### src/rtl/barrel_shifter16.sv
// Registered 16-bit barrel shifter: four cascaded log stages (1, 2, 4, 8)
// feeding a single output register. Modes: lsr, asr, lsl, ror.
module barrel_shifter16 (
  input  logic        clk,
  input  logic        rst_n,
  input  logic [15:0] A,
  input  logic [3:0]  S,
  input  logic [1:0]  op,
  input  logic        in_valid,
  output logic [15:0] Y,
  output logic        out_valid
);

  localparam logic [1:0] OP_LSR = 2'b00;
  localparam logic [1:0] OP_ASR = 2'b01;
  localparam logic [1:0] OP_LSL = 2'b10;
  localparam logic [1:0] OP_ROR = 2'b11;

  // One mux stage. The arithmetic fill reads the stage input's MSB, which
  // earlier asr stages leave equal to A[15], so the cascade fills correctly.
  function automatic logic [15:0] shift_stage(input logic [15:0] d,
                                              input logic [1:0]  mode,
                                              input logic        en,
                                              input int unsigned sh);
    logic [15:0] r;
    r = d;
    if (en) begin
      case (mode)
        OP_LSR:  r = d >> sh;
        OP_ASR:  r = 16'($signed(d) >>> sh);
        OP_LSL:  r = d << sh;
        OP_ROR:  r = (d >> sh) | (d << (16 - sh));
        default: r = d;
      endcase
    end
    return r;
  endfunction

  logic [4:0][15:0] stg;
  assign stg[0] = A;

  for (genvar k = 0; k < 4; k++) begin : g_stage
    assign stg[k+1] = shift_stage(stg[k], op, S[k], 32'd1 << k);
  end

  logic [15:0] y_q, y_d;
  logic        out_valid_q, out_valid_d;

  // Y holds across idle cycles; out_valid only marks a freshly loaded result.
  always_comb begin
    y_d         = y_q;
    out_valid_d = 1'b0;
    if (in_valid) begin
      y_d         = stg[4];
      out_valid_d = 1'b1;
    end
  end

  always_ff @(posedge clk) begin
    if (!rst_n) begin
      y_q         <= 16'h0000;
      out_valid_q <= 1'b0;
    end else begin
      y_q         <= y_d;
      out_valid_q <= out_valid_d;
    end
  end

  assign Y         = y_q;
  assign out_valid = out_valid_q;

endmodule

### config.mk
export PLATFORM = sky130hd
export DESIGN_NAME = barrel_shifter16
export DESIGN_NICKNAME = d
export VERILOG_FILES = /design/src/rtl/barrel_shifter16.sv
export SDC_FILE = /design/constraint.sdc
export NUM_CORES = 1
export LEC_CHECK = 0
export CORE_MARGIN = 2
export CORE_UTILIZATION = 25
export CTS_CLUSTER_DIAMETER = 30
export CTS_CLUSTER_SIZE = 30
export DETAILED_ROUTE_END_ITERATION = 8
export SYNTH_ARGS = -nofsm -noshare
export SYNTH_HDL_FRONTEND = slang
export SYNTH_SLANG_ARGS = --single-unit
### constraint.sdc
create_clock -name clk -period 2.5 [get_ports clk]
set_clock_uncertainty 0.1 [all_clocks]
set_input_delay 0.5 -clock clk [delete_from_list [all_inputs] [get_ports clk]]
set_output_delay 0.5 -clock clk [all_outputs]
set_load 0.01 [all_outputs]
==> results.toml, run 1 <==
[place]
gp_congestion = 0.930
dp_hpwl_mm = 9.10
dp_cells = 611
pre_cts_ws_ns = -0.357
io_buffer_count = 41

[routing]
wl_met1_mm = 4.85
first_pass_iters = 5
wl_met2_mm = 5.29
drt_iter0_drc = 247
wl_mm = 11.1
routed.top_layer = "met4"
vias = 3401
remaining_drc_errors = 0
via_per_inst = 5.52
wl_met3_um = 559
ant_nets = 0
wl_per_cell_um = 17.9

[global_route]
grt_antenna_before_repair = 0
grt_remaining_overflow = 0
grt_pass1_vias = 3457
grt_usage_pct = 19.4
grt_max_degree = 26
grt_pass1_wl_mm = 18.0

[synth]
synthCells = 365
syn_nets = 390
yosysSeqAreaShare_pct = 12.6
yosys-top-cells-area = "dfxtp_1, nand2_1, o21ai_0"
synthTopCellsByCount = "nand2_1, nor2_1, o21ai_0"
async_flop_share_pct = 0
synthDistinctLibCells = 72
synth_most_common_cell = "nand2_1"
ys_warn_count = 0
postSynthAreaPerCell_sq_um = 7.42
synth_top_cell_by_area = "dfxtp_1"
synthFlopType = "dfxtp_1"
synth.top_cell.area_share_pct = 12.6
synth-edff-count = 0
synth-seq-cells = 17
syn_area_sq_mm = 0.00271

[finish]
num_antenna_cells = 0
fin_cells = 616
n_fill_cell = 1141
area_growth_syn_to_layout_pct = 46.3
ff_latch_area_sq_um = 340
fin_util_pct = 37.1
multi_input_area_sq_mm = 0.00211
drive_above_1_share_pct = 29.6
final_nets = 502

[worst_setup_path]
end_kind = "flip-flop"
crit_family = "simple AND/OR/NAND/NOR gates"
worst_ep_arrival_time_ns = 2.47
rr_worst_depth = 2
worstReg2RegStart = "Y[12]$_SDFFE_PN0P_"
start_kind = "primary input"
crit_path_top_delay_cell = "clkdlybuf4s50_1"
worstPathCellList = "clkdlybuf4s50_1, nor2b_1, o21ai_0, nand4_1, and4b_1, or3_1, o211ai_1"
path_class = "in -> reg"
cp_max_fo = 7
r2r_end = "Y[12]$_SDFFE_PN0P_"
crit_required_ns = 2.58
slowest_delay_ns = 0.65
critPathBufInv = 1
rrSetupSlack_ns = 1.29

[power]
p_per_area_mw_per_mm2 = 308
p_leak_nw = 1.59
ir_drop_v = 0.000159

[cts]
numCtsBuffers = 3
clock-sinks = 17
htree_levels = 1
clk_pin_slew_ns = 0.06
cts_tree = "yes"
root_buffer = "clkbuf_8"
cts_buffer_depth = 2
clock_latency_ns = 0.25

[worst_hold_path]
whs_endpoint = "Y[4]$_SDFFE_PN0P_"
min_path_cells = 2
worstHoldStart = "Y[4]$_SDFFE_PN0P_"
hold_class = "reg -> reg"

[floorplanning]
die_x_um = 108
die_area_sq_mm = 0.0117
coreArea_sq_mm = 0.0107
io_pins = 42
start_util_pct = 25.3
fp.dieH_um = 108
core.rowCount = 38

[flow_run]
maxCapViolCount = 0

[timing]
slew_violations = 0
worst_slack_ns = 0.104
maxClockFrequency_ghz = 0.417
period_share_pct = 95.9
setup_viol = 0
rsz0062_at_grt = "false"
period_needed_ns = 2.40
setup_tns_ns = 0
tightest_slew_ns = 0.498
finalHoldViolCount = 0
slew_headroom_pct = 65.9
holdWs_ns = 0.384

[outcome]
status = "completed"
-- sequential cells by signal (all words and copies together) (netlist names) --
signal and count:
Y 16, out_valid 1
-- timing repair --
| item | in CTS | in global routing |
|---|---|---|
| buffers inserted | 1 | 0 |
| setup endpoints to repair | 11 | 1 |
| hold buffers | 0 | 0 |
| pin swaps | 1 | 0 |
| resized for setup | 9 | 1 |
-- routing by layer --
metal / track usage, % / up-vias
met4: 6.68 / 0
met1: 25.6 / 1633
li1: - / 1615
met3: 1.81 / 24
met2: 33.1 / 129
met5: 0 / -
-- cell usage in the layout (no fill, tap or decap), drive strengths merged, types with 11 or more instances in the layout --
cell type / count
clkdlybuf4s50: 36
o211ai: 12
o21ai: 33
nor2b: 16
nand2: 41
inv: 12
dfxtp: 17
buf: 105
nor2: 36
mux2: 11
a21oi: 18
-- layout make-up --
| class | count | share of cell area (%) |
|---|---|---|
| multi-input cells | 299 | 53.3 |
| repair buffers | 144 | 31.4 |
| flip-flops and latches | 17 | 8.58 |
| well taps | 140 | 4.42 |
| inverters | 12 | 1.14 |
| clock buffers | 3 | 1.04 |
| clock inverters | 1 | 0.126 |
-- stage by stage --
step / power (W) / instance area [sq um]
after global placement: 0.00100 / 3870
final: 0.00122 / 3970
after detailed placement: 0.00100 / 3870
after CTS: 0.00122 / 3960
after global routing: 0.00130 / 3970
after floorplan: 0.000674 / 2710
-- worst max-delay path by stage --
stage / start / endpoint / slack [ns] / cells after the start
after detailed placement: op[1] / Y[14]$_SDFFE_PN0P_ / -0.36 / 8
after global placement: op[0] / Y[13]$_SDFFE_PN0P_ / -0.39 / 8
after floorplan: op[0] / Y[15]$_SDFFE_PN0P_ / 0.33 / 8
final: A[15] / Y[0]$_SDFFE_PN0P_ / 0.10 / 7
after global routing: A[15] / Y[0]$_SDFFE_PN0P_ / 0.007 / 7
after CTS: A[6] / Y[12]$_SDFFE_PN0P_ / 0.08 / 7
-- power by group --
| group | switching [W] | total, W | internal (W) |
|---|---|---|---|
| logic | 0.000357 | 0.000707 | 0.000350 |
| registers | 0.0000129 | 0.000307 | 0.000294 |
| clock network | 0.0000959 | 0.000206 | 0.000111 |
| total | 0.000466 | 0.00122 | 0.000754 |
-- worst register-to-register path: stages, from the launching register on --
cell     delay (ns)
dfxtp_1        0.34
a221o_1        0.32
o311a_1        0.33
-- cell families after synthesis --
kind of cell	synth area share, %
AOI/OAI and AO/OA	40.0
buffers and inverters	10.6
DFF	12.6
muxes	8.36
and+or+nand+nor	28.4
Note: power is estimated with default switching activity, not from simulation.
==> inputs of run 2 (changes only) <==
==> constraint.sdc (replaced) <==
create_clock -name clk -period 2.2 [get_ports clk]
set_clock_uncertainty 0.1 [all_clocks]
set_input_delay 0.44 -clock clk [delete_from_list [all_inputs] [get_ports clk]]
set_output_delay 0.44 -clock clk [all_outputs]
set_load 0.01 [all_outputs]
==> results.toml, run 2 (same netlist as run 1, synthesis figures left out) <==
[cts]
htree_levels = 1
root_buffer = "clkbuf_8"
clock_latency_ns = 0.25
clk_pin_slew_ns = 0.06
clock-sinks = 17
cts_buffer_depth = 2
numCtsBuffers = 3
cts_tree = "yes"

[finish]
area_growth_syn_to_layout_pct = 50.4
n_fill_cell = 1094
final_nets = 508
drive_above_1_share_pct = 32.8
layout_commonest_cell = "buf_4"
largest_reg_flops = 16
final_cell_mix = "buf_4, nand2_1, nor2_1"
num_antenna_cells = 0

[worst_setup_path]
cp_max_fo = 4
end_kind = "flip-flop"
path_class = "in -> reg"
start_kind = "primary input"
worst_ep_arrival_time_ns = 2.21
rr_worst_depth = 2
crit_required_ns = 2.26

[timing]
holdWs_ns = 0.392
maxClockFrequency_ghz = 0.464
slew_headroom_pct = 56.5
slew_violations = 0
setup_viol = 0
period_share_pct = 97.9
tightest_slew_ns = 0.645
period_needed_ns = 2.15
rsz0062_at_grt = "true"
finalHoldViolCount = 0
worst_slack_ns = 0.0471

[global_route]
grt_max_degree = 37
grt_antenna_before_repair = 0
grt_remaining_overflow = 0
grt_pass1_vias = 3378
grt_pass1_wl_mm = 17.8
grt_usage_pct = 19.3

[worst_hold_path]
hold_class = "reg -> reg"
min_path_cells = 2

[power]
p_per_area_mw_per_mm2 = 346
switching_power_w = 0.000533
combPwrFrac_pct = 59.1
sw_frac_of_total_pct = 37.9
ir_drop_v = 0.000252
p_leak_nw = 1.69
seqPwrFrac_pct = 24.8
cellInternalPower_w = 0.000876
power_frac_clock_pct = 16.2

[routing]
first_pass_iters = 5
via_per_inst = 5.56
wl_per_cell_um = 18.1
ant_nets = 0
vias = 3460
remaining_drc_errors = 0
wl_mm = 11.2
drt_iter0_drc = 274

[place]
dp_hpwl_mm = 8.83
pre_cts_ws_ns = -0.631
io_buffer_count = 41
gp_congestion = 0.930

[floorplanning]
die_x_um = 108
fp.dieH_um = 108
coreArea_sq_mm = 0.0107
start_util_pct = 25.3
io_pins = 42
die_area_sq_mm = 0.0117
core.rowCount = 38

[flow_run]
maxCapViolCount = 0

[outcome]
status = "completed"
run 2: cell types whose count changed in the layout (fill, tap and decap cells not counted), sizes merged:
cell / previous run / this run
clkbuf: 3 / 6
buf: 105 / 110
dlymetal6s2s: 1 / 6
clkinv: 1 / 0
nand2b: 3 / 4
dlygate4sd2: 2 / 7
clkdlybuf4s50: 36 / 24
run 2: repair_timing:
item / CTS / global route
pin swaps: 5 / 9
hold endpoints to repair: 0 / 0
buffers inserted: 3 / 3
endpoints found under the setup margin: 16 / 16
gates cloned: 1 / 1
resized for setup: 21 / 27
hold buffers: 0 / 0
run 2: worst paths after layout:
path | start | endpoint | slack (ns)
setup / recovery | A[6] | Y[14]$_SDFFE_PN0P_ | 0.05
hold / removal | Y[4]$_SDFFE_PN0P_ | Y[4]$_SDFFE_PN0P_ | 0.39
setup reg to reg | Y[12]$_SDFFE_PN0P_ | Y[12]$_SDFFE_PN0P_ | 1.00
hold reg to reg | Y[4]$_SDFFE_PN0P_ | Y[4]$_SDFFE_PN0P_ | 0.39
run 2: routing by layer:
metal	vias up	part of all wire, %	GRT usage [%]
li1	1631	-	-
met1	1628	42	24.9
met2	166	48	32.6
met3	35	6.5	2.59
met4	0	3.8	7.14
met5	-	0	0
run 2: area by class of cell:
| cell class | count | area [sq um] | share of cell area [%] |
|---|---|---|---|
| clock buffer | 4 | 45.0 | 1.11 |
| inverter | 12 | 45.0 | 1.11 |
| tap | 140 | 175 | 4.30 |
| multi-input combinational | 300 | 2140 | 52.5 |
| sequential | 17 | 340 | 8.35 |
| timing repair buffer | 149 | 1330 | 32.6 |
run 2: per-stage QoR:
| stage | instance area [sq um] | utilization (%) | TNS, ns | std cells | power, W |
|---|---|---|---|---|---|
| 2_1_floorplan | 2710 | - | 0 | 365 | 0.000765 |
| 3_3_place_gp | 3880 | 36.3 | -8.50 | 611 | 0.00114 |
| 3_5_place_dp | 3880 | 36.3 | -8.75 | 611 | 0.00114 |
| 4_1_cts | 3970 | 37.1 | -0.0617 | 618 | 0.00138 |
| 5_1_grt | 4080 | 38.1 | -0.0588 | 622 | 0.00149 |
| 6_report | 4080 | 38.1 | 0 | 622 | 0.00141 |
run 2: worst max-delay path: stages:
cell and delay, ns:
dlygate4sd2_1 0.37, buf_4 0.17, nor2_1 0.06, a2111oi_2 0.43, nor2_1 0.08, a22o_1 0.25
nor2b_1 0.16, nor4_2 0.24
run 2: power by group through the flow:
stage,clock [W],sequential (W),combinational (W)
4_1_cts,0.000234,0.000349,0.000797
6_report,0.000228,0.000349,0.000832
3_3_place_gp,0,0.000355,0.000781
3_5_place_dp,0,0.000355,0.000786
5_1_grt,0.000248,0.000351,0.000894
2_1_floorplan,0,0.000365,0.000400
==> inputs of run 3 (changes only) <==
--- a/config.mk
+++ b/config.mk
@@ -5,6 +5,7 @@
 export SDC_FILE = /design/constraint.sdc
 export NUM_CORES = 1
 export LEC_CHECK = 0
+export ABC_AREA = 1
 export CORE_MARGIN = 2
 export CORE_UTILIZATION = 25
 export CTS_CLUSTER_DIAMETER = 30
==> results.toml, run 3 <==
[outcome]
status = "completed"

[worst_setup_path]
rrSetupSlack_ns = 1.47
worst_ep_arrival_time_ns = 2.08
worstReg2RegStart = "Y[1]$_SDFFE_PN0P_"
start_kind = "primary input"
rr_worst_depth = 2
end_kind = "flip-flop"
cp_max_fo = 8
crit_required_ns = 2.24
r2r_end = "Y[1]$_SDFFE_PN0P_"
path_class = "in -> reg"

[finish]
layout_commonest_cell = "nand2_1"
num_antenna_cells = 0
drive_above_1_share_pct = 21.6
fin_util_pct = 38.0
final_nets = 462
final_cell_mix = "nand2_1, nand3_1, buf_4"
largest_reg_flops = 16
area_growth_syn_to_layout_pct = 45.9

[cts]
holdBufCountCts = 0
clk_pin_slew_ns = 0.06
numCtsBuffers = 3
htree_levels = 1
root_buffer = "clkbuf_8"
clock-sinks = 17
cts_buffer_depth = 2
clock_latency_ns = 0.25
cts_tree = "yes"

[synth]
synth_top_cell_by_area = "nand2_1"
synthTopCellsByCount = "nand2_1, nand3_1, inv_1"
async_flop_share_pct = 0
synth-edff-count = 0
synthFlopType = "dfxtp_1"
synthCells = 359
syn_area_sq_mm = 0.00202
synth_most_common_cell = "nand2_1"
yosysSeqAreaShare_pct = 16.8
synth-seq-cells = 17
yosys-top-cells-area = "nand2_1, nand3_1, dfxtp_1"
postSynthAreaPerCell_sq_um = 5.63
synthDistinctLibCells = 31
ys_warn_count = 0
syn_nets = 384
synth.top_cell.area_share_pct = 20.1

[routing]
remaining_drc_errors = 0
routed.top_layer = "met4"
wl_mm = 7.23
ant_nets = 0
vias = 2623
via_per_inst = 4.88
wl_met1_mm = 3.37
wl_per_cell_um = 13.4
drt_iter0_drc = 161
first_pass_iters = 4
wl_met2_mm = 3.45
wl_met3_um = 201

[timing]
maxClockFrequency_ghz = 0.492
period_needed_ns = 2.03
setup_viol = 0
tightest_slew_ns = 0.492
worst_slack_ns = 0.167
holdWs_ns = 0.371
slew_violations = 0
finalHoldViolCount = 0
period_share_pct = 92.4
slew_headroom_pct = 67.1
rsz0062_at_grt = "false"
setup_tns_ns = 0

[floorplanning]
die_area_sq_mm = 0.00882
fp.dieH_um = 93.9
io_pins = 42
die_x_um = 93.9
coreArea_sq_mm = 0.00777
start_util_pct = 26.0
core.rowCount = 32

[global_route]
grt_usage_pct = 16.9
grt_pass1_vias = 2606
grt_max_degree = 26
grt_remaining_overflow = 0
grt_pass1_wl_mm = 12.1
grt_antenna_before_repair = 0

[flow_run]
maxCapViolCount = 0

[worst_hold_path]
hold_class = "reg -> reg"
worstHoldStart = "Y[13]$_SDFFE_PN0P_"
min_path_cells = 2
whs_endpoint = "Y[13]$_SDFFE_PN0P_"

[power]
ir_drop_v = 0.000167
p_leak_nw = 1.40
p_per_area_mw_per_mm2 = 391

[place]
gp_congestion = 0.907
io_buffer_count = 41
pre_cts_ws_ns = -0.272
dp_hpwl_mm = 5.95
run 3: cell count changes after synthesis, moves of 9 or more:
cell      delta
nand2_1     +67
nand3_1     +62
nor2b_1     -16
inv_1       +14
nor2_1      -12
mux2_2      -11
nand4_1     +10
a211oi_1     -9
nand3_2      +9
o21ai_0      -9
run 3: power breakdown:
group	internal, W	switching (W)
combinational	0.000262	0.000314
clock	0.000129	0.000103
sequential	0.000333	0.0000115
run 3: worst max-delay path, stage by stage:
cell             delay, ns
clkdlybuf4s50_1       0.52
inv_2                 0.08
nor2_4                0.21
buf_12                0.16
o211ai_1              0.12
nand4_1               0.22
nand3_1               0.10
nand2_1               0.07
inv_1                 0.04
nand2_1               0.08
a21oi_2               0.05
run 3: worst max path at each step:
stage                     start                  to  slack (ns)  cells past startpoint
after global routing       A[1]   Y[8]$_SDFFE_PN0P_        0.08                     11
after CTS                 op[1]  Y[12]$_SDFFE_PN0P_        0.01                     12
after global placement    op[1]  Y[14]$_SDFFE_PN0P_       -0.26                     13
final                      S[1]  Y[12]$_SDFFE_PN0P_        0.17                     11
after detailed placement  op[1]  Y[10]$_SDFFE_PN0P_       -0.27                     13
after floorplan            S[0]  Y[11]$_SDFFE_PN0P_        0.41                     11
run 3: cell type report:
class / count / area [sq um]
clock buffer: 4 / 45.0
fill: 846 / 4820
inverter: 28 / 105
multi-input combinational: 293 / 1480
sequential: 17 / 340
tap: 102 / 128
timing repair buffer: 94 / 852
run 3: layer usage:
metal	track usage [%]	up-vias
li1	-	1361
met2	29.0	45
met1	21.9	1200
met5	0	-
met3	2.65	17
met4	4.83	0
run 3: what timing repair did:
| item | CTS | global route |
|---|---|---|
| setup endpoints to repair | 2 | 16 |
| resized for setup | 2 | 20 |
| pin swaps | 1 | 6 |
| setup buffers | 1 | 2 |
run 3: kinds of logic after synthesis:
logic type             share of synthesized area [%]
AO/OA/AOI/OAI                                   13.5
buffers and inverters                           12.3
flip-flops                                      16.8
AND/OR/NAND/NOR                                 57.4
run 3: stage by stage:
step | cell area (sq um) | power (W) | cells
after floorplan | 2020 | 0.000667 | 359
after global placement | 2800 | 0.000902 | 531
after detailed placement | 2800 | 0.000903 | 531
after CTS | 2860 | 0.00114 | 536
after global routing | 2950 | 0.00124 | 538
final | 2950 | 0.00115 | 538
